File: config.mk
export PLATFORM = sky130hd
export DESIGN_NAME = msb_normalizer_flat
export DESIGN_NICKNAME = d
export VERILOG_FILES = /design/src/rtl/msb_normalizer_if.sv /design/src/rtl/msb_normalizer.sv /design/src/flat_wrapper.sv
export SDC_FILE = /design/constraint.sdc
export NUM_CORES = 1
export LEC_CHECK = 0
export ABC_CLOCK_PERIOD_IN_PS = 4700
export BUFFER_PORTS_ARGS = -buffer_cell sky130_fd_sc_hd__buf_2
export CAP_MARGIN = 40
export CORE_MARGIN = 3
export CORE_UTILIZATION = 61
export CTS_BUF_LIST = sky130_fd_sc_hd__clkbuf_2
export DETAILED_ROUTE_END_ITERATION = 8
export PLACE_DENSITY = 0.84
export SLEW_MARGIN = 20
export SYNTH_ARGS = -nofsm -noshare
export SYNTH_HDL_FRONTEND = slang
export SYNTH_SLANG_ARGS = --single-unit
File: constraint.sdc
create_clock -name clk -period 4.7 [get_ports clk]
set_input_delay 0.94 -clock clk [delete_from_list [all_inputs] [get_ports clk]]
set_output_delay 0.94 -clock clk [all_outputs]
set_load 0.02 [all_outputs]
File: src/rtl/msb_normalizer_if.sv
// Output stream of the MSB normalizer: one scaled score per beat.
// The normalizer drives the master side; the softmax/exp stage is the slave.
interface msb_normalizer_if #(
  parameter int OUT_WIDTH = 4,
  parameter int N         = 4
);
  localparam int IW = $clog2(N) + 1;

  logic signed [OUT_WIDTH-1:0] out_data;
  logic [IW-1:0]               out_idx;
  logic                        out_valid;
  logic                        out_ready;

  modport master (
    output out_data,
    output out_idx,
    output out_valid,
    input  out_ready
  );

  modport slave (
    input  out_data,
    input  out_idx,
    input  out_valid,
    output out_ready
  );
endinterface

File: src/rtl/msb_normalizer.sv
// Rescales N signed scores by one rounded arithmetic shift chosen from the
// max's MSB index, then streams them out one per cycle on valid/ready.
module msb_normalizer #(
  parameter int WIDTH     = 8,
  parameter int N         = 4,
  parameter int OUT_WIDTH = 4,
  localparam int MIW      = $clog2(WIDTH) + 1,
  localparam int IW       = $clog2(N) + 1
) (
  input  logic                       clk,
  input  logic                       reset,
  input  logic                       start,
  input  logic [N-1:0][WIDTH-1:0]    In,
  input  logic [MIW-1:0]             msb_index,
  output logic                       busy,
  output logic                       done,
  msb_normalizer_if.master           ob
);

  localparam int EW  = WIDTH + 2;
  localparam int SW  = (N > 1) ? $clog2(N) : 1;
  localparam int SHW = MIW + 1;

  localparam logic signed [EW-1:0] MAXV =
    EW'((1 << (OUT_WIDTH - 1)) - 1);
  localparam logic signed [EW-1:0] MINV =
    EW'(-(1 << (OUT_WIDTH - 1)));

  typedef enum logic [1:0] {
    IDLE,
    LOAD,
    STREAM
  } state_t;

  state_t                      state_q, state_d;
  logic [N-1:0][WIDTH-1:0]     data_buf_q, data_buf_d;
  logic [SHW-1:0]              sh_q, sh_d;
  logic signed [OUT_WIDTH-1:0] out_data_q, out_data_d;
  logic [IW-1:0]               out_idx_q, out_idx_d;
  logic                        out_valid_q, out_valid_d;
  logic                        busy_q, busy_d;
  logic                        done_q, done_d;

  logic [IW-1:0]  idx_nxt;
  logic [SHW-1:0] msb_ext;
  logic           hs;
  logic           last;

  // Round half up, then clamp into the signed output range.
  function automatic logic signed [OUT_WIDTH-1:0] norm(
    input logic [WIDTH-1:0] x,
    input logic [SHW-1:0]   s
  );
    logic signed [EW-1:0] xe;
    logic signed [EW-1:0] rnd;
    logic signed [EW-1:0] r;
    xe  = {{2{x[WIDTH-1]}}, x};
    rnd = '0;
    if (s != '0)
      rnd = EW'(1) << (s - SHW'(1));
    r = (xe + rnd) >>> s;
    if (r > MAXV)
      r = MAXV;
    else if (r < MINV)
      r = MINV;
    return OUT_WIDTH'(r);
  endfunction

  always_comb begin
    state_d     = state_q;
    data_buf_d  = data_buf_q;
    sh_d        = sh_q;
    out_data_d  = out_data_q;
    out_idx_d   = out_idx_q;
    out_valid_d = out_valid_q;
    busy_d      = busy_q;
    done_d      = 1'b0;

    hs      = out_valid_q & ob.out_ready;
    last    = (out_idx_q == IW'(N - 1));
    idx_nxt = out_idx_q + IW'(1);
    msb_ext = SHW'(msb_index) + SHW'(2);

    unique case (state_q)
      IDLE: begin
        if (start && !done_q) begin
          data_buf_d = In;
          sh_d       = (msb_ext > SHW'(OUT_WIDTH)) ?
                       msb_ext - SHW'(OUT_WIDTH) : '0;
          busy_d     = 1'b1;
          state_d    = LOAD;
        end
      end
      LOAD: begin
        out_data_d  = norm(data_buf_q[0], sh_q);
        out_idx_d   = '0;
        out_valid_d = 1'b1;
        state_d     = STREAM;
      end
      STREAM: begin
        if (hs) begin
          if (last) begin
            out_valid_d = 1'b0;
            busy_d      = 1'b0;
            done_d      = 1'b1;
            state_d     = IDLE;
          end else begin
            out_data_d = norm(data_buf_q[idx_nxt[SW-1:0]], sh_q);
            out_idx_d  = idx_nxt;
          end
        end
      end
      default: state_d = IDLE;
    endcase
  end

  always_ff @(posedge clk) begin
    if (reset) begin
      state_q     <= IDLE;
      data_buf_q  <= '0;
      sh_q        <= '0;
      out_data_q  <= '0;
      out_idx_q   <= '0;
      out_valid_q <= 1'b0;
      busy_q      <= 1'b0;
      done_q      <= 1'b0;
    end else begin
      state_q     <= state_d;
      data_buf_q  <= data_buf_d;
      sh_q        <= sh_d;
      out_data_q  <= out_data_d;
      out_idx_q   <= out_idx_d;
      out_valid_q <= out_valid_d;
      busy_q      <= busy_d;
      done_q      <= done_d;
    end
  end

  assign ob.out_data  = out_data_q;
  assign ob.out_idx   = out_idx_q;
  assign ob.out_valid = out_valid_q;
  assign busy         = busy_q;
  assign done         = done_q;

endmodule

File: src/flat_wrapper.sv
// flat-port wrapper written by rule: the top's interface ports become plain ports
module msb_normalizer_flat 
#(
  parameter int WIDTH     = 8,
  parameter int N         = 4,
  parameter int OUT_WIDTH = 4,
  localparam int MIW      = $clog2(WIDTH) + 1,
  localparam int IW       = $clog2(N) + 1
)
  (clk, reset, start, In, msb_index, busy, done, ob_out_data, ob_out_idx, ob_out_valid, ob_out_ready);
  msb_normalizer_if #(.OUT_WIDTH(OUT_WIDTH), .N(N)) ob_i ();
  input  logic clk;
  input  logic reset;
  input  logic start;
  input  logic [N-1:0][WIDTH-1:0] In;
  input  logic [MIW-1:0] msb_index;
  output logic busy;
  output logic done;
  output wire logic [$bits(ob_i.out_data)-1:0] ob_out_data;
  output wire logic [$bits(ob_i.out_idx)-1:0] ob_out_idx;
  output wire logic [$bits(ob_i.out_valid)-1:0] ob_out_valid;
  input wire logic [$bits(ob_i.out_ready)-1:0] ob_out_ready;
  assign ob_out_data = ob_i.out_data;
  assign ob_out_idx = ob_i.out_idx;
  assign ob_out_valid = ob_i.out_valid;
  assign ob_i.out_ready = ob_out_ready;
  msb_normalizer #(.WIDTH(WIDTH), .N(N), .OUT_WIDTH(OUT_WIDTH)) u_core (.clk(clk), .reset(reset), .start(start), .In(In), .msb_index(msb_index), .busy(busy), .done(done), .ob(ob_i));
endmodule
# Word-level counts from Yosys, hierarchy flattened
# Index checks and enable logic that the tools add are counted.
[word_totals]
latch_bits = 0
inputBits = 40
output_inout_bits = 10
mem_count = 0
mem_bits_ro = 0
ram_bits = 0
ff_bits = 49
[op_classes]
magnitude_cmp = 6
muxes = 28
n_div = 0
n_eq_ne = 7
mul = 0
n_reduce_logical = 12
bitwise = 3
shift = 3
addsub = 6
[op_table]
columns = ["operator", "n"]
rows = [
  ["2-to-1 mux 10 bit", 5],
  ["2-to-1 mux 4 bit", 6],
  ["adder 8 x 10 -> 10 bit", 2],
  ["> comparator 10 x 4 -> 1 bit, second input constant", 2],
  ["less-than comparator 10 x 4 -> 1 bit, second input constant", 2],
  [">>> shifter 10 x 5 -> 10 bit", 2],
  ["binary-select mux 8 bit (select 2 bit)", 1],
  ["<< shifter 1 x 5 -> 10 bit, first input constant", 1],
  ["AND reduction 3 bit", 3],
  ["2-to-1 mux 8 bit", 1],
  ["one-hot mux 4 bit (2 select lines)", 1],
  ["2-to-1 mux 2 bit", 3],
  ["2-to-1 mux 3 bit", 2],
  ["inequality test 2 x 1 -> 1 bit, second input constant", 3],
  ["one-hot mux 2 bit (3 select lines)", 1],
  ["one-hot mux 3 bit (2 select lines)", 1],
  ["adder 4 x 2 -> 5 bit, second input constant", 1],
  ["> comparator 5 x 3 -> 1 bit, second input constant", 1],
  ["2-to-1 mux 5 bit", 1],
  ["nonzero test 5 bit", 1],
  ["subtractor 5 x 1 -> 5 bit, second input constant", 1],
  ["subtractor 5 x 3 -> 5 bit, second input constant", 1],
  ["2-to-1 mux 1 bit", 4],
  ["one-hot mux 1 bit (2 select lines)", 2],
  ["other kinds (15)", 17],
]

# Longest topological paths before layout
# Gate-level depths: netlist of the first run.
[logic_depth]
depth_word = 14
ltp_mapped = 19
mapped_depth_nobuf = 17

# Worst setup path before layout of the first run
# No wires, ideal clock.
[synth_timing]
path_kind = "register -> register"
startpoint = "register u_core.out_idx_q[0] (netlist: u_core.ob.out_idx[0])"
endpoint = "register u_core.out_data_q[1] (netlist: u_core.ob.out_data[1])"
setup_slack_ps = 430
period_less_slack_ps = 4270
setup_time_ps = 73
stages_incl_launch_ff = 17
arrival_ps = 4197
required_ps = 4627
cell_sequence = "dfxtp_1 > ha_1 > buf_6 > mux4_1 > ha_1 > clkbuf_1 > and2_1 > o31ai_1 > a21boi_0 > or4_4 > a31oi_1 > nand2b_1 > a31oi_1 > o41ai_2 > nand4_1 > and4_1 > nor3_2"
[synth_via]
elab_chain_cells = 11
word_cells_on_any_way = 15
classes_between = "add/sub (2); order compare (2); eq/ne (2); shift (1); mux (7); reduce/logical (1)"
[synth_lines]
columns = ["element", "line_no", "rtl"]
rows = [
  ["start: declaration", "msb_normalizer.sv:39", "logic [IW-1:0] out_idx_q, out_idx_d;"],
  ["start signal: assignment", "msb_normalizer.sv:132", "out_idx_q <= out_idx_d;"],
  ["adder 3 x 1 -> 3 bit", "msb_normalizer.sv:81", "idx_nxt = out_idx_q + IW'(1);"],
  ["binary-select mux 8 bit (select 2 bit)", "msb_normalizer.sv:108", "out_data_d = norm(data_buf_q[idx_nxt[SW-1:0]], sh_q);"],
  ["2-to-1 mux 8 bit (not written as such)", "msb_normalizer.sv:108", ""],
  ["adder 8 x 10 -> 10 bit", "msb_normalizer.sv:61", "r = (xe + rnd) >>> s;"],
  [">>> shifter 10 x 5 -> 10 bit", "msb_normalizer.sv:61", ""],
  ["less-than comparator 10 x 4 -> 1 bit", "msb_normalizer.sv:64", "else if (r < MINV)"],
  ["2-to-1 mux 4 bit", "msb_normalizer.sv:64", ""],
  ["2-to-1 mux 4 bit", "msb_normalizer.sv:62", "if (r > MAXV)"],
  ["2-to-1 mux 4 bit", "msb_normalizer.sv:102", "if (last) begin"],
  ["2-to-1 mux 4 bit", "msb_normalizer.sv:101", "if (hs) begin"],
  ["one-hot mux 4 bit (2 select lines)", "msb_normalizer.sv:84", "unique case (state_q)"],
  ["end signal: assignment", "msb_normalizer.sv:131", "out_data_q <= out_data_d;"],
  ["end: declaration", "msb_normalizer.sv:38", "logic signed [OUT_WIDTH-1:0] out_data_q, out_data_d;"],
]
# Parallel ways exist; a longest one is shown, timed or not. The select of a mux whose other input is x is not followed.
# A chain may end at the register's enable or synchronous reset.

# Worst setup path after layout of the first run
[layout_timing]
startpoint = "register u_core.out_idx_q[1] (netlist: u_core.ob.out_idx[1])"
endpoint = "register u_core.out_data_q[1] (netlist: u_core.ob.out_data[1])"
# The elaborated chain is that of the path after synthesis.

==> flow_metrics.py, run 1 <==
metrics = {
    "finish": {
        "final_cell_mix": "nand2_1 (105), a21oi_1 (68), nor2_1 (57)",
        "finalNetCount": 694,
        "regArea_um2": 983.4,
        "diodes": 0,
        "final_common_cell": "nand2_1",
        "fin_area_um2": 4785,
        "post_route_cells_drive_above_1_share": 0.1727,
        "multi_input_area_um2": 3114,
        "synthToLayoutAreaGrowth_pct": 10.52,
        "fill_cells": 564,
    },
    "synth": {
        "ys_seq_elements": 49,
        "synth-edff-count": 0,
        "ys_types": 77,
        "synth_top_family_by_area": "compound AO/OA/AOI/OAI gates",
        "async_flop_share": 0,
        "synthAdderAreaFrac": 0.07283,
        "syn_inst": 595,
        "seq_area_frac_synth": 0.2266,
        "synth_ff_type": "dfxtp_1",
        "yosys.area_share.xor_xnor": 0.03613,
        "syn_nets": 659,
        "synth.avg_cell_area_um2": 7.276,
        "synthSimpleGateAreaFrac": 0.2592,
        "synth_compound_area_frac": 0.2783,
        "synth_warnings": 0,
        "muxShareOfSynthArea": 0.07023,
        "syn_area_um2": 4329,
    },
    "cts": {
        "cts_root_buf": "clkbuf_2",
        "path_clk_slew_ns": 0.27,
        "cts-buffers-inserted": 5,
        "cts_tree": "done",
        "clk_latency_ns": 0.42,
        "cts_htree_levels": 2,
        "clockBufferDepth": 2,
        "cts.sinks": 49,
    },
    "timing": {
        "hold_ws_ns": 0.4770,
        "grt_setup_unrepaired": "no",
        "final.period_utilization": 0.9522,
        "setup_slack_ns": 0.2248,
        "tns_ns": 0,
        "setup_violations": 0,
        "fin_crit_ns": 4.475,
        "fmax_mhz": 223.5,
        "slew_headroom": 0.6423,
        "hold_viol_final": 0,
        "skew_ns": 0.03032,
        "tightest_slew_ns": 0.5348,
        "drv_slew": 0,
    },
    "placement": {
        "gp_congestion": 0.9712,
        "dp_hpwl_um": 9732,
        "port_buffers": 49,
        "place_area_um2": 4667,
        "detailedPlace.worstSlack_ns": 0.2659,
    },
    "power": {
        "power_density_nw_per_um2": 257.2,
        "p_comb_frac": 0.410,
        "seqPwrFrac": 0.399,
        "p_switching_uw": 487.9,
        "peakVddDrop_uv": 253.4,
        "leakage_uw": 0.001985,
        "p_int_uw": 742.9,
        "clock_power_share": 0.191,
        "swShare": 0.3964,
    },
    "critical_path": {
        "path_class": "reg -> reg",
        "cp.arrival_ns": 4.84,
        "path_max_fanout": 6,
        "cp.required_ns": 5.07,
        "end_kind": "flip-flop",
        "startpoint_type": "flip-flop",
    },
    "detailed_routing": {
        "viasPerCell": 6.440,
        "drt_iter0_markers": 449,
        "drcViolationCount": 0,
        "drt_first_pass_iters": 7,
        "wl_per_cell_um": 17.29,
        "drt_wl_total_um": 12570,
        "final_antenna_net_count": 0,
        "vias": 4682,
    },
    "global_route": {
        "grt_first_pass_wirelength_um": 20850,
        "grt_overflow_total": 0,
        "grt_max_degree": 51,
        "antenna_found_initial": 0,
        "track_usage": 0.3058,
        "first_global_vias": 4453,
    },
    "floorplanning": {
        "die-area_um2": 8144,
        "fp.dieH_um": 90.25,
        "start_util": 0.6337,
        "core_area_um2": 6832,
        "top_level_ports": 50,
        "die_w_um": 90.25,
        "placementRows": 30,
    },
    "run": {
        "cap_violations": 0,
    },
    "min_path": {
        "hold_class": "reg -> reg",
    },
    "outcome": {
        "status": "finished clean",
    },
}
## power by group through the flow
stage / Clock, uW / Combinational [uW] / Sequential (uW)
2_1_floorplan: 0 / 355 / 491
3_3_place_gp: 0 / 469 / 495
3_5_place_dp: 0 / 487 / 497
4_1_cts: 235 / 489 / 489
5_1_grt: 253 / 557 / 496
6_report: 235 / 505 / 491
## cells by family after synthesis
group                      Yosys count
adders and majority gates           24
DFF                                 49
buffers and inverters               60
and+or+nand+nor                    243
muxes                               18
xor gates and xnor gates            17
AOI/OAI and AO/OA                  184
## worst max-delay path, stage by stage (launching register included)
cell      delay (ns)
dfxtp_1         0.39
ha_1            0.39
buf_4           0.20
mux4_2          0.56
ha_1            0.32
a21o_1          0.23
a22oi_2         0.25
nor4_1          0.12
or4_4           0.48
a31oi_1         0.27
nand2b_1        0.16
a31oi_1         0.11
o41ai_2         0.40
nand4_1         0.13
and4_1          0.24
nor3_2          0.18
## state kept, by name, indices dropped and copies added (netlist names)
register and flops:
u_core.data_buf_q 32, u_core.sh_q 5, u_core.ob.out_data 4, u_core.ob.out_idx 3
u_core.state_q 2, u_core.busy 1, u_core.done 1, u_core.ob.out_valid 1
## layout make-up
class / count / area share
inverter: 18 / 0.01412
timing repair buffer: 70 / 0.08996
clock inverter: 2 / 0.008107
multi-input combinational: 486 / 0.6509
tap: 96 / 0.02510
sequential: 49 / 0.2055
clock buffer: 6 / 0.006276
## timing repair
| action | 4_1_cts | 5_1_grt |
|---|---|---|
| hold buffers | 0 | 0 |
| setup buffers | 0 | 2 |
| endpoints found under the setup margin | 0 | 3 |
| gates resized for setup | 0 | 11 |
## synth_stat cells, types with 4 or more instances
master      n  area, um2
a211o_1     4      35.03
a211oi_1    5      37.54
a21o_1      5      37.54
a21oi_1    68      340.3
a22oi_1     5      37.54
a31oi_1    11      68.82
and2_1     11      68.82
buf_2       7      35.03
clkbuf_1   32      120.1
dfxtp_1    49      980.9
ha_1       22      275.3
inv_1      18      67.56
mux2i_1     9      90.09
mux4_1      6      157.7
nand2_1   105      394.1
nand2b_1    4      25.02
nand3_1    14      70.07
nand4_1     4      25.02
nor2_1     58      217.7
nor2b_1     6      37.54
nor3_1     12      60.06
nor3b_1     4      30.03
o211ai_1    6      45.04
o21a_1      5      37.54
o21ai_0    23      115.1
o21ai_1     4      20.02
o22ai_1     7      43.79
or2_2       5      31.28
or3_1       4      25.02
xnor2_1    13      113.9
## stage by stage
step,power [uW],std cells,utilization
floorplan,846.1,595,-
global placement,963.6,714,0.6788
detailed placement,983.4,716,0.6832
CTS,1213,724,0.6932
global route,1306,727,0.7004
finish,1231,727,0.7004
## path summary, 6_finish.rpt
path	end	cells after the start	slack, ns	startpoint
setup / recovery	u_core.ob.out_data[1]$_SDFFE_PP0P_	15	0.22	u_core.ob.out_idx[1]$_SDFFE_PP0P_
hold / removal	u_core.data_buf_q[16]$_SDFFE_PP0P_	2	0.48	u_core.data_buf_q[16]$_SDFFE_PP0P_
setup reg to reg	u_core.ob.out_data[1]$_SDFFE_PP0P_	15	0.22	u_core.ob.out_idx[1]$_SDFFE_PP0P_
hold reg to reg	u_core.data_buf_q[16]$_SDFFE_PP0P_	2	0.48	u_core.data_buf_q[16]$_SDFFE_PP0P_
## routing by layer
metal | wire [um] | vias to the layer above | GRT usage | part of all wire
met5 | 0 | - | 0 | 0
met4 | 371 | 0 | 0.1071 | 0.030
met3 | 975 | 44 | 0.04937 | 0.078
met2 | 6213 | 251 | 0.5296 | 0.49
met1 | 5013 | 2167 | 0.3848 | 0.40
li1 | - | 2220 | - | -
(Power assumes the default switching activity.)
==> run 2, diff against run 1 <==
--- a/config.mk
+++ b/config.mk
@@ -8,6 +8,7 @@
 export ABC_CLOCK_PERIOD_IN_PS = 4700
 export BUFFER_PORTS_ARGS = -buffer_cell sky130_fd_sc_hd__buf_2
 export CAP_MARGIN = 40
+export CORE_ASPECT_RATIO = 1.1
 export CORE_MARGIN = 3
 export CORE_UTILIZATION = 61
 export CTS_BUF_LIST = sky130_fd_sc_hd__clkbuf_2
==> run 2 against run 1 <==
Compared with the run above: setup slack worse by 0.041 ns; combinational power hardly changed; critical endpoint unchanged; register-to-register slack worse by 0.04 ns; cell area is 1.5% lower; clock skew hardly changed; global-route usage hardly changed; first-iteration DRC count is 2.0% lower; die area hardly changed; utilization is 0.22 points lower; via count is 1.0% lower; largest cell class unchanged.
==> flow_metrics.py, run 2 (synthesized netlist as in run 1, its figures left out) <==
metrics = {
    "timing": {
        "tightest_slew_ns": 0.5627,
        "fmax_mhz": 221.4,
        "fin_crit_ns": 4.516,
        "setup_slack_ns": 0.1839,
        "final.period_utilization": 0.9609,
        "tns_ns": 0,
        "skew_ns": 0.03052,
        "drv_slew": 0,
        "hold_viol_final": 0,
        "grt_setup_unrepaired": "no",
        "setup_violations": 0,
        "slew_headroom": 0.6200,
    },
    "cts": {
        "path_clk_slew_ns": 0.28,
        "cts.sinks": 49,
        "cts-buffers-inserted": 5,
        "cts_htree_levels": 2,
        "clockBufferDepth": 2,
        "cts_hold_buf": 0,
        "clk_latency_ns": 0.45,
        "cts_root_buf": "clkbuf_2",
        "cts_tree": "done",
    },
    "finish": {
        "finalNetCount": 690,
        "instances_no_fill": 709,
        "final_cell_mix": "nand2_1 (105), a21oi_1 (68), nor2_1 (57)",
        "synthToLayoutAreaGrowth_pct": 8.844,
        "diodes": 0,
        "largest_register_ffs": 32,
        "final_common_cell": "nand2_1",
        "regMostFlops": "u_core.data_buf_q",
        "post_route_cells_drive_above_1_share": 0.1643,
        "post-route-util": 0.6982,
    },
    "floorplanning": {
        "placementRows": 31,
        "start_util": 0.6415,
        "die-area_um2": 8145,
        "die_w_um": 86.33,
        "fp.dieH_um": 94.36,
        "top_level_ports": 50,
        "core_area_um2": 6749,
    },
    "critical_path": {
        "end_kind": "flip-flop",
        "rr_endpoint": "u_core.ob.out_data[1]$_SDFFE_PP0P_",
        "cp.arrival_ns": 4.90,
        "worstRegToRegCells": 15,
        "path_max_fanout": 7,
        "ff2ff_setup_slack_ns": 0.18,
        "startpoint_type": "flip-flop",
        "path_class": "reg -> reg",
        "critPathLaunch": "u_core.ob.out_idx[1]$_SDFFE_PP0P_",
        "cp.required_ns": 5.08,
        "timing.rr.start": "u_core.ob.out_idx[1]$_SDFFE_PP0P_",
    },
    "global_route": {
        "grt_overflow_total": 0,
        "track_usage": 0.3054,
        "antenna_found_initial": 0,
        "first_global_vias": 4175,
        "grt_first_pass_wirelength_um": 20000,
        "grt_max_degree": 51,
    },
    "detailed_routing": {
        "final_antenna_net_count": 0,
        "vias": 4633,
        "drt_iter0_markers": 440,
        "drcViolationCount": 0,
        "wl_per_cell_um": 17.87,
        "drt_first_pass_iters": 5,
        "viasPerCell": 6.535,
        "drt_wl_total_um": 12670,
    },
    "power": {
        "p_total_uw": 1181,
        "power_density_nw_per_um2": 250.7,
        "leakage_uw": 0.001942,
        "peakVddDrop_uv": 193.9,
    },
    "min_path": {
        "min_from": "u_core.data_buf_q[8]$_SDFFE_PP0P_",
        "min_to": "u_core.data_buf_q[8]$_SDFFE_PP0P_",
        "hold_depth": 2,
        "hold_class": "reg -> reg",
    },
    "placement": {
        "detailedPlace.worstSlack_ns": 0.1610,
        "dp_hpwl_um": 9694,
        "port_buffers": 49,
        "gp_congestion": 0.9707,
        "dp.cells": 700,
    },
    "outcome": {
        "status": "finished clean",
    },
    "run": {
        "cap_violations": 0,
    },
}
## run 2: through the flow
| stage | hold slack (ns) | area, um2 |
|---|---|---|
| floorplan | 0.4315 | 4329 |
| global placement | 0.4411 | 4604 |
| detailed placement | 0.4482 | 4634 |
| CTS | 0.4793 | 4679 |
| global route | 0.4823 | 4712 |
| finish | 0.4828 | 4712 |
## run 2: worst max path at each step
stage                                               to  slack [ns]  cells after the start
global placement    u_core.ob.out_data[1]$_SDFFE_PP0P_        0.28                     15
detailed placement  u_core.ob.out_data[2]$_SDFFE_PP0P_        0.16                     15
CTS                 u_core.ob.out_data[1]$_SDFFE_PP0P_        0.11                     15
finish              u_core.ob.out_data[1]$_SDFFE_PP0P_        0.18                     15
floorplan           u_core.ob.out_data[1]$_SDFFE_PP0P_        0.43                     16
global route        u_core.ob.out_data[1]$_SDFFE_PP0P_        0.01                     15
## run 2: report_power, final
part	switching (uW)	internal [uW]	total [uW]	leakage, uW
sequential	35.7	454	490	0.000402
clock	149	38.3	187	0.0000252
combinational	312	193	505	0.00151
## run 2: area by class of cell
| class | count | area [um2] |
|---|---|---|
| fillers | 600 | 2037 |
| clock inverters | 2 | 15.01 |
| clock buffers | 6 | 30.03 |
| inverters | 18 | 67.56 |
| well taps | 82 | 102.6 |
| flip-flops and latches | 49 | 982.2 |
| multi-input cells | 486 | 3114 |
| repair buffers | 66 | 400.4 |
## run 2: metal layers
metal	global-route usage	vias up	part of all wire
li1	-	2212	-
met1	0.3887	2157	0.41
met2	0.5313	226	0.49
met3	0.03141	38	0.062
met4	0.1143	0	0.031
met5	0	-	0
## run 2: repair_timing
item | 4_1_cts | 5_1_grt
gates resized for setup | 0 | 6
setup buffers | 0 | 0
setup endpoints to repair | 0 | 3
## run 2: critical path, stage by stage (launching register included)
cell	delay [ns]
dfxtp_1	0.39
ha_2	0.45
buf_4	0.16
mux4_1	0.61
ha_1	0.32
a21o_1	0.23
o211a_1	0.28
o311ai_0	0.40
a31oi_1	0.18
a31oi_1	0.26
nand2b_1	0.15
a31oi_1	0.09
o41ai_2	0.42
nand4_1	0.12
and4_1	0.23
nor3_2	0.16
==> run 3, diff against run 2 <==
--- a/config.mk
+++ b/config.mk
@@ -9,7 +9,7 @@
 export BUFFER_PORTS_ARGS = -buffer_cell sky130_fd_sc_hd__buf_2
 export CAP_MARGIN = 40
 export CORE_ASPECT_RATIO = 1.1
-export CORE_MARGIN = 3
+export CORE_MARGIN = 5
 export CORE_UTILIZATION = 61
 export CTS_BUF_LIST = sky130_fd_sc_hd__clkbuf_2
 export DETAILED_ROUTE_END_ITERATION = 8
==> run 3 against run 2 <==
Compared with the run above: via count fell by 0.17%; total power increased by 4.3%; utilization down 1.4 points.
==> flow_metrics.py, run 3 (synthesized netlist as in run 1, its figures left out) <==
metrics = {
    "outcome": {
        "status": "finished clean",
    },
    "finish": {
        "largest_register_ffs": 32,
        "finalNetCount": 695,
        "fill_cells": 601,
        "diodes": 0,
        "instances_no_fill": 717,
        "final_common_cell": "nand2_1",
        "post_route_cells_drive_above_1_share": 0.1677,
        "fin_area_um2": 4770,
        "regMostFlops": "u_core.data_buf_q",
        "synthToLayoutAreaGrowth_pct": 10.17,
        "final_cell_mix": "nand2_1 (105), a21oi_1 (68), nor2_1 (57)",
    },
    "floorplanning": {
        "fp.dieH_um": 98.36,
        "top_level_ports": 50,
        "die-area_um2": 8884,
        "placementRows": 32,
        "die_w_um": 90.33,
        "core_area_um2": 6967,
        "start_util": 0.6214,
    },
    "detailed_routing": {
        "drt_first_pass_iters": 6,
        "vias": 4625,
        "wl_met1_um": 5040,
        "viasPerCell": 6.450,
        "met3_length_um": 894,
        "drt_iter0_markers": 515,
        "drt_wl_total_um": 12600,
        "wl_per_cell_um": 17.57,
        "final_antenna_net_count": 0,
        "drcViolationCount": 0,
        "wl_met2_um": 6219,
        "top_layer_used": "met4",
    },
    "power": {
        "leakage_uw": 0.001990,
        "peakVddDrop_uv": 196.9,
        "power_density_nw_per_um2": 258.4,
    },
    "timing": {
        "fin_crit_ns": 4.477,
        "setup_violations": 0,
        "tightest_slew_ns": 0.6453,
        "hold_ws_ns": 0.4743,
        "skew_ns": 0.02385,
        "final.period_utilization": 0.9525,
        "hold_viol_final": 0,
        "drv_slew": 0,
        "slew_headroom": 0.5587,
        "setup_slack_ns": 0.2234,
        "fmax_mhz": 223.4,
    },
    "placement": {
        "dp.cells": 708,
        "dp_hpwl_um": 9693,
        "port_buffers": 49,
        "gp_congestion": 1.019,
        "place_area_um2": 4676,
        "detailedPlace.worstSlack_ns": 0.2569,
    },
    "min_path": {
        "hold_class": "reg -> reg",
    },
    "cts": {
        "cts-buffers-inserted": 5,
        "cts_root_buf": "clkbuf_2",
        "cts_htree_levels": 2,
        "cts_tree": "done",
        "cts_setup_buffers": 0,
        "cts.sinks": 49,
        "clockBufferDepth": 2,
        "clk_latency_ns": 0.45,
        "path_clk_slew_ns": 0.24,
    },
    "critical_path": {
        "cp.required_ns": 5.09,
        "cp.arrival_ns": 4.87,
        "path_class": "reg -> reg",
        "path_max_fanout": 6,
        "critPathLaunch": "u_core.ob.out_idx[1]$_SDFFE_PP0P_",
        "cp_cell_sequence": "ha_1 -> buf_4 -> mux4_1 -> ha_1 -> a21o_1 -> o211a_1 -> o311ai_0 -> a31oi_1 -> a31oi_1 -> nand2b_1 -> a31oi_1 -> o41ai_2 -> nand4_1 -> and4_1 -> nor3_2",
        "startpoint_type": "flip-flop",
        "crit_cells": 15,
        "critical-path-slowest-cell": "mux4_1",
        "endpoint": "u_core.ob.out_data[1]$_SDFFE_PP0P_",
        "worst_path_most_repeated_cell": "a31oi_1",
        "critPathMaxStageDelay_ns": 0.63,
        "ff2ff_setup_slack_ns": 0.22,
        "crit_family": "compound AO/OA/AOI/OAI gates",
        "rr_endpoint": "u_core.ob.out_data[1]$_SDFFE_PP0P_",
        "timing.rr.start": "u_core.ob.out_idx[1]$_SDFFE_PP0P_",
        "worstRegToRegCells": 15,
        "path_buf_inv": 1,
        "end_kind": "flip-flop",
    },
    "global_route": {
        "grt_max_degree": 51,
        "first_global_vias": 4405,
        "antenna_found_initial": 0,
        "grt_overflow_total": 0,
        "grt_first_pass_wirelength_um": 20620,
        "track_usage": 0.2773,
    },
    "run": {
        "cap_violations": 0,
    },
}
## run 3: area by class of cell
class	instances	area, um2	share of cell area
tap	85	106.4	0.02230
clock buffer	6	30.03	0.006296
sequential	49	980.9	0.2057
multi-input combinational	486	3108	0.6516
inverter	18	67.56	0.01417
timing repair buffer	71	437.9	0.09182
clock inverter	2	38.79	0.008132
## run 3: worst reg2reg max path: stages, from the launching register on
cell,delay [ns]
dfxtp_1,0.39
ha_1,0.37
buf_4,0.19
mux4_1,0.63
ha_1,0.33
a21o_1,0.24
o211a_1,0.27
o311ai_0,0.43
a31oi_1,0.16
a31oi_1,0.25
nand2b_1,0.15
a31oi_1,0.11
o41ai_2,0.42
nand4_1,0.12
and4_1,0.23
nor3_2,0.15
## run 3: timing repair
item / 4_1_cts / 5_1_grt
setup endpoints to repair: 0 / 1
hold buffers: 0 / 0
resized for setup: 0 / 2
## run 3: report_power, final
group / internal [uW] / total (uW) / switching (uW)
sequential: 454 / 489 / 35.7
clock: 93.2 / 237 / 144
combinational: 197 / 506 / 309
## run 3: worst min path at each step
stage | start | end | slack, ns | cells past startpoint
after floorplan | u_core.data_buf_q[24]$_SDFFE_PP0P_ | u_core.data_buf_q[24]$_SDFFE_PP0P_ | 0.43 | 2
after global placement | u_core.ob.out_data[0]$_SDFFE_PP0P_ | u_core.ob.out_data[0]$_SDFFE_PP0P_ | 0.44 | 2
after detailed placement | u_core.data_buf_q[13]$_SDFFE_PP0P_ | u_core.data_buf_q[13]$_SDFFE_PP0P_ | 0.45 | 2
after CTS | u_core.data_buf_q[25]$_SDFFE_PP0P_ | u_core.data_buf_q[25]$_SDFFE_PP0P_ | 0.47 | 2
after global routing | u_core.data_buf_q[8]$_SDFFE_PP0P_ | u_core.data_buf_q[8]$_SDFFE_PP0P_ | 0.49 | 2
final | u_core.data_buf_q[25]$_SDFFE_PP0P_ | u_core.data_buf_q[25]$_SDFFE_PP0P_ | 0.47 | 2
## run 3: per-layer routing
| layer | vias to the layer above | global-route usage |
|---|---|---|
| li1 | 2217 | - |
| met3 | 43 | 0.02851 |
| met5 | - | 0 |
| met2 | 233 | 0.4882 |
| met4 | 0 | 0.1145 |
| met1 | 2132 | 0.3441 |
## run 3: stage by stage
stage                 util  TNS [ns]  power, uW
detailed placement  0.6712         0      985.9
global placement    0.6668         0      965.1
finish              0.6846         0       1232
CTS                 0.6810         0       1216
global route        0.6846  -0.04055       1305
floorplan                -         0      846.1
